--- src/rtl/parking_lot_ctrl.sv ---
// Multi-lane parking-lot controller: per-lane gate FSMs, slot reservation and occupancy count.
// Optional per-lane OPEN timeout enabled with the LOT_TIMEOUT_EN macro.
module parking_lot_ctrl #(
    parameter int unsigned CAPACITY = 10,
    parameter int unsigned NIN      = 2,
    parameter int unsigned NOUT     = 2,
    parameter int unsigned TIMEOUT  = 15,
    localparam int unsigned CW      = $clog2(CAPACITY + 1)
) (
    input  logic                clk_2,
    input  logic                reset,
    input  logic [NIN-1:0]      in_a,
    input  logic [NIN-1:0]      in_b,
    input  logic [NOUT-1:0]     out_a,
    input  logic [NOUT-1:0]     out_b,
    output logic [NIN-1:0]      in_open,
    output logic [NOUT-1:0]     out_open,
    output logic [NIN-1:0]      in_wait,
    output logic [CW-1:0]       occupancy,
    output logic                full,
    output logic                empty,
    output logic                in_pulse,
    output logic                out_pulse,
    output logic [NIN+NOUT-1:0] timeout_err
);

    localparam int NumIn = int'(NIN);
    localparam int NumL  = int'(NIN + NOUT);

    typedef enum logic [1:0] {StIdle, StOpen, StPass, StCommit} lane_state_e;

    lane_state_e       st_q [NumL];
    lane_state_e       st_d [NumL];
    logic [NumL-1:0]   s1, s2, grant, tmo_hit, open_vec, commit_vec;
    logic [CW-1:0]     occ_q, occ_d;
    int                occ_next;

    // Lanes 0..NIN-1 are entries, NIN..NIN+NOUT-1 are exits.
    assign s1 = {out_a, in_a};
    assign s2 = {out_b, in_b};

    always_comb begin : grant_logic
        int pend_in, pend_out, free, avail;
        pend_in  = 0;
        pend_out = 0;
        for (int l = 0; l < NumIn; l++) begin
            if (st_q[l] != StIdle) pend_in++;
        end
        for (int l = NumIn; l < NumL; l++) begin
            if (st_q[l] != StIdle) pend_out++;
        end
        free    = int'(CAPACITY) - int'(occ_q) - pend_in;
        avail   = int'(occ_q) - pend_out;
        grant   = '0;
        in_wait = '0;
        for (int l = 0; l < NumIn; l++) begin
            if (st_q[l] == StIdle && s1[l]) begin
                if (free > 0) begin
                    grant[l] = 1'b1;
                    free--;
                end else begin
                    in_wait[l] = 1'b1;
                end
            end
        end
        for (int l = NumIn; l < NumL; l++) begin
            if (st_q[l] == StIdle && s1[l] && avail > 0) begin
                grant[l] = 1'b1;
                avail--;
            end
        end
    end

    always_comb begin : lane_fsm
        for (int l = 0; l < NumL; l++) begin
            st_d[l]       = st_q[l];
            open_vec[l]   = (st_q[l] == StOpen) || (st_q[l] == StPass);
            commit_vec[l] = (st_q[l] == StCommit);
            unique case (st_q[l])
                StIdle:   if (grant[l]) st_d[l] = StOpen;
                StOpen: begin
                    if (s2[l])                     st_d[l] = StPass;
                    else if (!s1[l] || tmo_hit[l]) st_d[l] = StIdle;
                end
                StPass:   if (!s1[l] && !s2[l]) st_d[l] = StCommit;
                StCommit: st_d[l] = StIdle;
            endcase
        end
    end

    always_comb begin : count_update
        int n_in, n_out;
        n_in  = 0;
        n_out = 0;
        for (int l = 0; l < NumIn; l++)    n_in  += int'(commit_vec[l]);
        for (int l = NumIn; l < NumL; l++) n_out += int'(commit_vec[l]);
        occ_next = int'(occ_q) + n_in - n_out;
        occ_d    = occ_next[CW-1:0];
    end

    always_ff @(posedge clk_2) begin
        if (reset) begin
            for (int l = 0; l < NumL; l++) st_q[l] <= StIdle;
            occ_q <= '0;
        end else begin
            for (int l = 0; l < NumL; l++) st_q[l] <= st_d[l];
            occ_q <= occ_d;
            // Reservations guarantee the count never leaves 0..CAPACITY.
            assert (occ_next >= 0 && occ_next <= int'(CAPACITY) && TIMEOUT > 0);
        end
    end

`ifdef LOT_TIMEOUT_EN
    localparam int unsigned TW = $clog2(TIMEOUT + 1);

    logic [TW-1:0]   tmr_q [NumL];
    logic [NumL-1:0] err_q;

    always_comb begin
        for (int l = 0; l < NumL; l++) begin
            tmo_hit[l] = (st_q[l] == StOpen) && s1[l] && !s2[l] &&
                         (tmr_q[l] == TW'(TIMEOUT - 1));
        end
    end

    // Counter is held at zero outside OPEN, so it starts cleared on every OPEN entry.
    always_ff @(posedge clk_2) begin
        if (reset) begin
            for (int l = 0; l < NumL; l++) tmr_q[l] <= '0;
            err_q <= '0;
        end else begin
            for (int l = 0; l < NumL; l++) begin
                tmr_q[l] <= (st_q[l] == StOpen) ? tmr_q[l] + 1'b1 : '0;
            end
            err_q <= err_q | tmo_hit;
        end
    end

    assign timeout_err = err_q;
`else
    assign tmo_hit     = '0;
    assign timeout_err = '0;
`endif

    assign in_open   = open_vec[NumIn-1:0];
    assign out_open  = open_vec[NumL-1:NumIn];
    assign in_pulse  = |commit_vec[NumIn-1:0];
    assign out_pulse = |commit_vec[NumL-1:NumIn];
    assign occupancy = occ_q;
    assign full      = (occ_q == CW'(CAPACITY));
    assign empty     = (occ_q == '0);

endmodule

--- config.mk ---
export PLATFORM = sky130hd
export DESIGN_NAME = parking_lot_ctrl
export DESIGN_NICKNAME = d
export VERILOG_FILES = /design/src/rtl/parking_lot_ctrl.sv
export SDC_FILE = /design/constraint.sdc
export NUM_CORES = 1
export LEC_CHECK = 0
export CAP_MARGIN = 30
export CORE_ASPECT_RATIO = 1.75
export CORE_MARGIN = 4
export CORE_UTILIZATION = 35
export CTS_CLUSTER_SIZE = 10
export DETAILED_ROUTE_END_ITERATION = 10
export DONT_BUFFER_PORTS = 1
export GPL_TIMING_DRIVEN = 0
export HOLD_SLACK_MARGIN = 0.12
export MAX_ROUTING_LAYER = met4
export PLACE_DENSITY_LB_ADDON = 0.3
export SYNTH_ARGS = -nofsm -noshare
export SYNTH_HDL_FRONTEND = slang
export SYNTH_SLANG_ARGS = --single-unit
--- constraint.sdc ---
create_clock -name clk_2 -period 5.9 [get_ports clk_2]
set_input_delay 0.59 -clock clk_2 [delete_from_list [all_inputs] [get_ports clk_2]]
set_output_delay 0.59 -clock clk_2 [all_outputs]
set_load 0.02 [all_outputs]
==> results.json <==
{
  "io_pins": 28,
  "worstReg2RegStart": "st_q[1][0]$_SDFFE_PP0P_",
  "clock.fmax_mhz": 184,
  "grt_use_total_pct": 14.2,
  "initialDrtViolationCount": 86,
  "start_util_pct": 36.4,
  "final_hold_viol_count": 0,
  "synthTopCellsByArea": "ha_1 (26%), dfxtp_1 (12%), inv_1 (7.1%)",
  "clk_latency_ps": 240,
  "fin_crit_ps": 5440,
  "p_total_w": 0.000947,
  "grt_pass1_wl_um": 7860,
  "hold_class": "input port to flip-flop",
  "route.detailed.drc": 0,
  "place_congestion": 0.973,
  "drive_gt1_share_pct": 9.92,
  "grt_max_degree": 12,
  "cts_max_level": 1,
  "leakage_nw": 1.03,
  "r2r-end": "st_q[1][0]$_SDFFE_PP0P_",
  "vdd_ir_drop_max_mv": 0.169,
  "num_rows": 36,
  "ctsHoldBuffers": 0,
  "io_buffers": 0,
  "area.growth.synth_to_final_pct": 8.23,
  "final_cell_area_sq_um": 2220,
  "dp_cells": 335,
  "cts_buffer_depth": 2,
  "min_path_cells": 1,
  "place_area_sq_um": 2160,
  "crit_arrival_ps": 4850,
  "synth_top_area_share_pct": 25.6,
  "yosysTopAreaCell": "ha_1",
  "async_flop_share_pct": 0,
  "drv_slew": 0,
  "coreArea_sq_um": 5630,
  "via_per_inst": 5.27,
  "cts_buffers": 3,
  "setup_viol": 0,
  "n_fill_cell": 604,
  "min_to": "occupancy[0]$_SDFF_PP0_",
  "hpwl_um": 4080,
  "ys_seq_area_share_pct": 11.7,
  "skew_ps": 0.867,
  "synth-edff-count": 0,
  "rsz0062_at_grt": "no",
  "antenna_cells": 0,
  "cts_tree": "done",
  "cts-root-buf": "clkbuf_8",
  "syn_area_sq_um": 2050,
  "ys.flop_type": "dfxtp_1",
  "reg2reg_slack_ps": 1190,
  "fin_ws_ps": 460,
  "setup-tns-final_ps": 0,
  "tightest_slew_ps": 724,
  "clock-sinks": 12,
  "hp-start": "reset",
  "syn_inst": 256,
  "antenna_found_initial": 0,
  "ant_nets": 0,
  "maxCapViolCount": 0,
  "rr_worst_depth": 20,
  "startpoint_type": "flip-flop",
  "fin_nets": 321,
  "syn_area_per_cell_sq_um": 8.02,
  "routed_wl_um": 4730,
  "final_cell_count_no_fill": 338,
  "crit_required_ps": 5310,
  "dr.pass1.iters": 5,
  "wl_per_cell_um": 14.0,
  "overflow": 0,
  "yosys_warnings": 0,
  "fp.dieW_um": 65.9,
  "cp_max_fo": 7,
  "synth_cell_type_count": 58,
  "die_area_sq_um": 7200,
  "vias": 1780,
  "outcome": "completed",
  "crit_type": "flip-flop to output port",
  "dieHeight_um": 109,
  "cts_setup_buffers": 0,
  "period_share_pct": 92.2,
  "clkTransAtPathRegs_ps": 50,
  "max_slew_margin_pct": 51.4,
  "dp_slack_ps": 263,
  "first_global_vias": 1776,
  "end_kind": "output port",
  "p_per_area_nw_per_um2": 426,
  "synth.ff_latch_count": 12
}
power by group:
group | switching, W | leakage, nW | internal [W]
combinational | 0.000450 | 0.913 | 0.000299
sequential | 0.0000256 | 0.0978 | 0.0000968
clock | 0.0000304 | 0.0216 | 0.0000450
total | 0.000506 | 1.03 | 0.000441
layout make-up:
type                            instances  area (sq um)  share of cell area (%)
Clock buffer                            3          41.3                    1.86
Inverter                               40           150                    6.76
Buffer                                  6          45.0                    2.03
Tap cell                               76          95.1                    4.28
Multi-Input combinational cell        201          1650                    74.3
Sequential cell                        12           240                    10.8
cell usage in the layout, fill, tap and decap left out, types with 2 or more instances in the layout:
cell type and n:
ha_1 42, inv_1 39, nand2_1 22, nor2_1 21, a21oi_1 14, dfxtp_1 12, nand3_1 11, a211oi_1 5
nand4_1 5, o21ai_0 5, fa_1 5, nor2b_1 4, buf_4 4, conb_1 4, xnor2_1 3, and3_1 3
nor3_1 3, a31oi_1 3, o22ai_1 3, clkbuf_8 3, and2_1 2, a21oi_2 2, xor2_1 2, or2_2 2
or3_1 2, a21boi_0 2, a2111o_1 2, o31a_1 2, o32a_1 2, nor4_1 2, a41oi_1 2
how the worst max path moves through the flow:
stage                       startpoint    endpoint  slack [ps]  depth (start not counted)
2_1_floorplan  st_q[1][0]$_SDFFE_PP0P_  in_wait[1]         870                         19
3_3_place_gp   occupancy[0]$_SDFF_PP0_  in_wait[1]         280                         16
3_5_place_dp   occupancy[0]$_SDFF_PP0_  in_wait[1]         260                         16
4_1_cts        occupancy[0]$_SDFF_PP0_  in_wait[1]         250                         16
5_1_grt        st_q[1][0]$_SDFFE_PP0P_  in_wait[1]          80                         19
6_report       st_q[1][0]$_SDFFE_PP0P_  in_wait[1]         460                         19
cell usage after synthesis (2+ instances only):
library cell / instances
nand3_1: 11
nand4_1: 5
o21ai_0: 5
o31a_1: 2
nor3_1: 3
and2_1: 2
o32a_1: 2
or3_1: 2
a31oi_1: 3
buf_4: 4
a21oi_1: 14
o22ai_1: 3
nor2_1: 22
inv_1: 39
ha_1: 42
nor2b_1: 4
xor2_1: 2
fa_1: 5
a211oi_1: 5
dfxtp_1: 12
and3_1: 3
a41oi_1: 2
nand2_1: 22
xnor2_1: 3
a21boi_0: 2
nor4_1: 2
a2111o_1: 2
or2_2: 2
a21oi_2: 2
per-stage QoR:
stage	hold slack, ps	utilization, %
floorplan	465	-
global placement	481	38.3
detailed placement	498	38.3
CTS	410	39.2
global route	408	39.4
finish	414	39.4
per-layer routing:
layer / track usage [%] / vias to the layer above / share of wire (%)
li1: - / 901 / -
met1: 12.5 / 826 / 35
met2: 29.2 / 37 / 59
met3: 1.64 / 16 / 2.9
met4: 5.34 / 0 / 2.9
met5: - / - / 0
logic make-up after synthesis:
| family | share of synthesized area [%] |
|---|---|
| XOR/XNOR | 5.49 |
| flip-flops | 11.7 |
| AO/OA/AOI/OAI | 21.2 |
| other | 0.183 |
| adder cells (fa/ha/maj) | 30.5 |
| multiplexers | 0.549 |
| AND/OR/NAND/NOR | 20.9 |
| buffers and inverters | 9.51 |
worst max-delay path: stages, from the launching register on:
cell and delay [ps]:
dfxtp_1 340, inv_1 190, ha_1 220, inv_1 50, ha_1 270, ha_1 130
inv_1 70, fa_1 450, o41ai_4 460, nand2_1 100, ha_1 320, or3_1 440
nor3_1 150, nand2_1 110, nor3_4 270, a21oi_1 110, o32ai_1 290, and4_1 260
a21oi_2 100, nor2_2 260
what timing repair did:
action | CTS | global route
resized for setup | 1 | 2
setup endpoints to repair | 1 | 1
hold endpoints to repair | 0 | 0
Note: power is estimated with default switching activity, not from simulation.
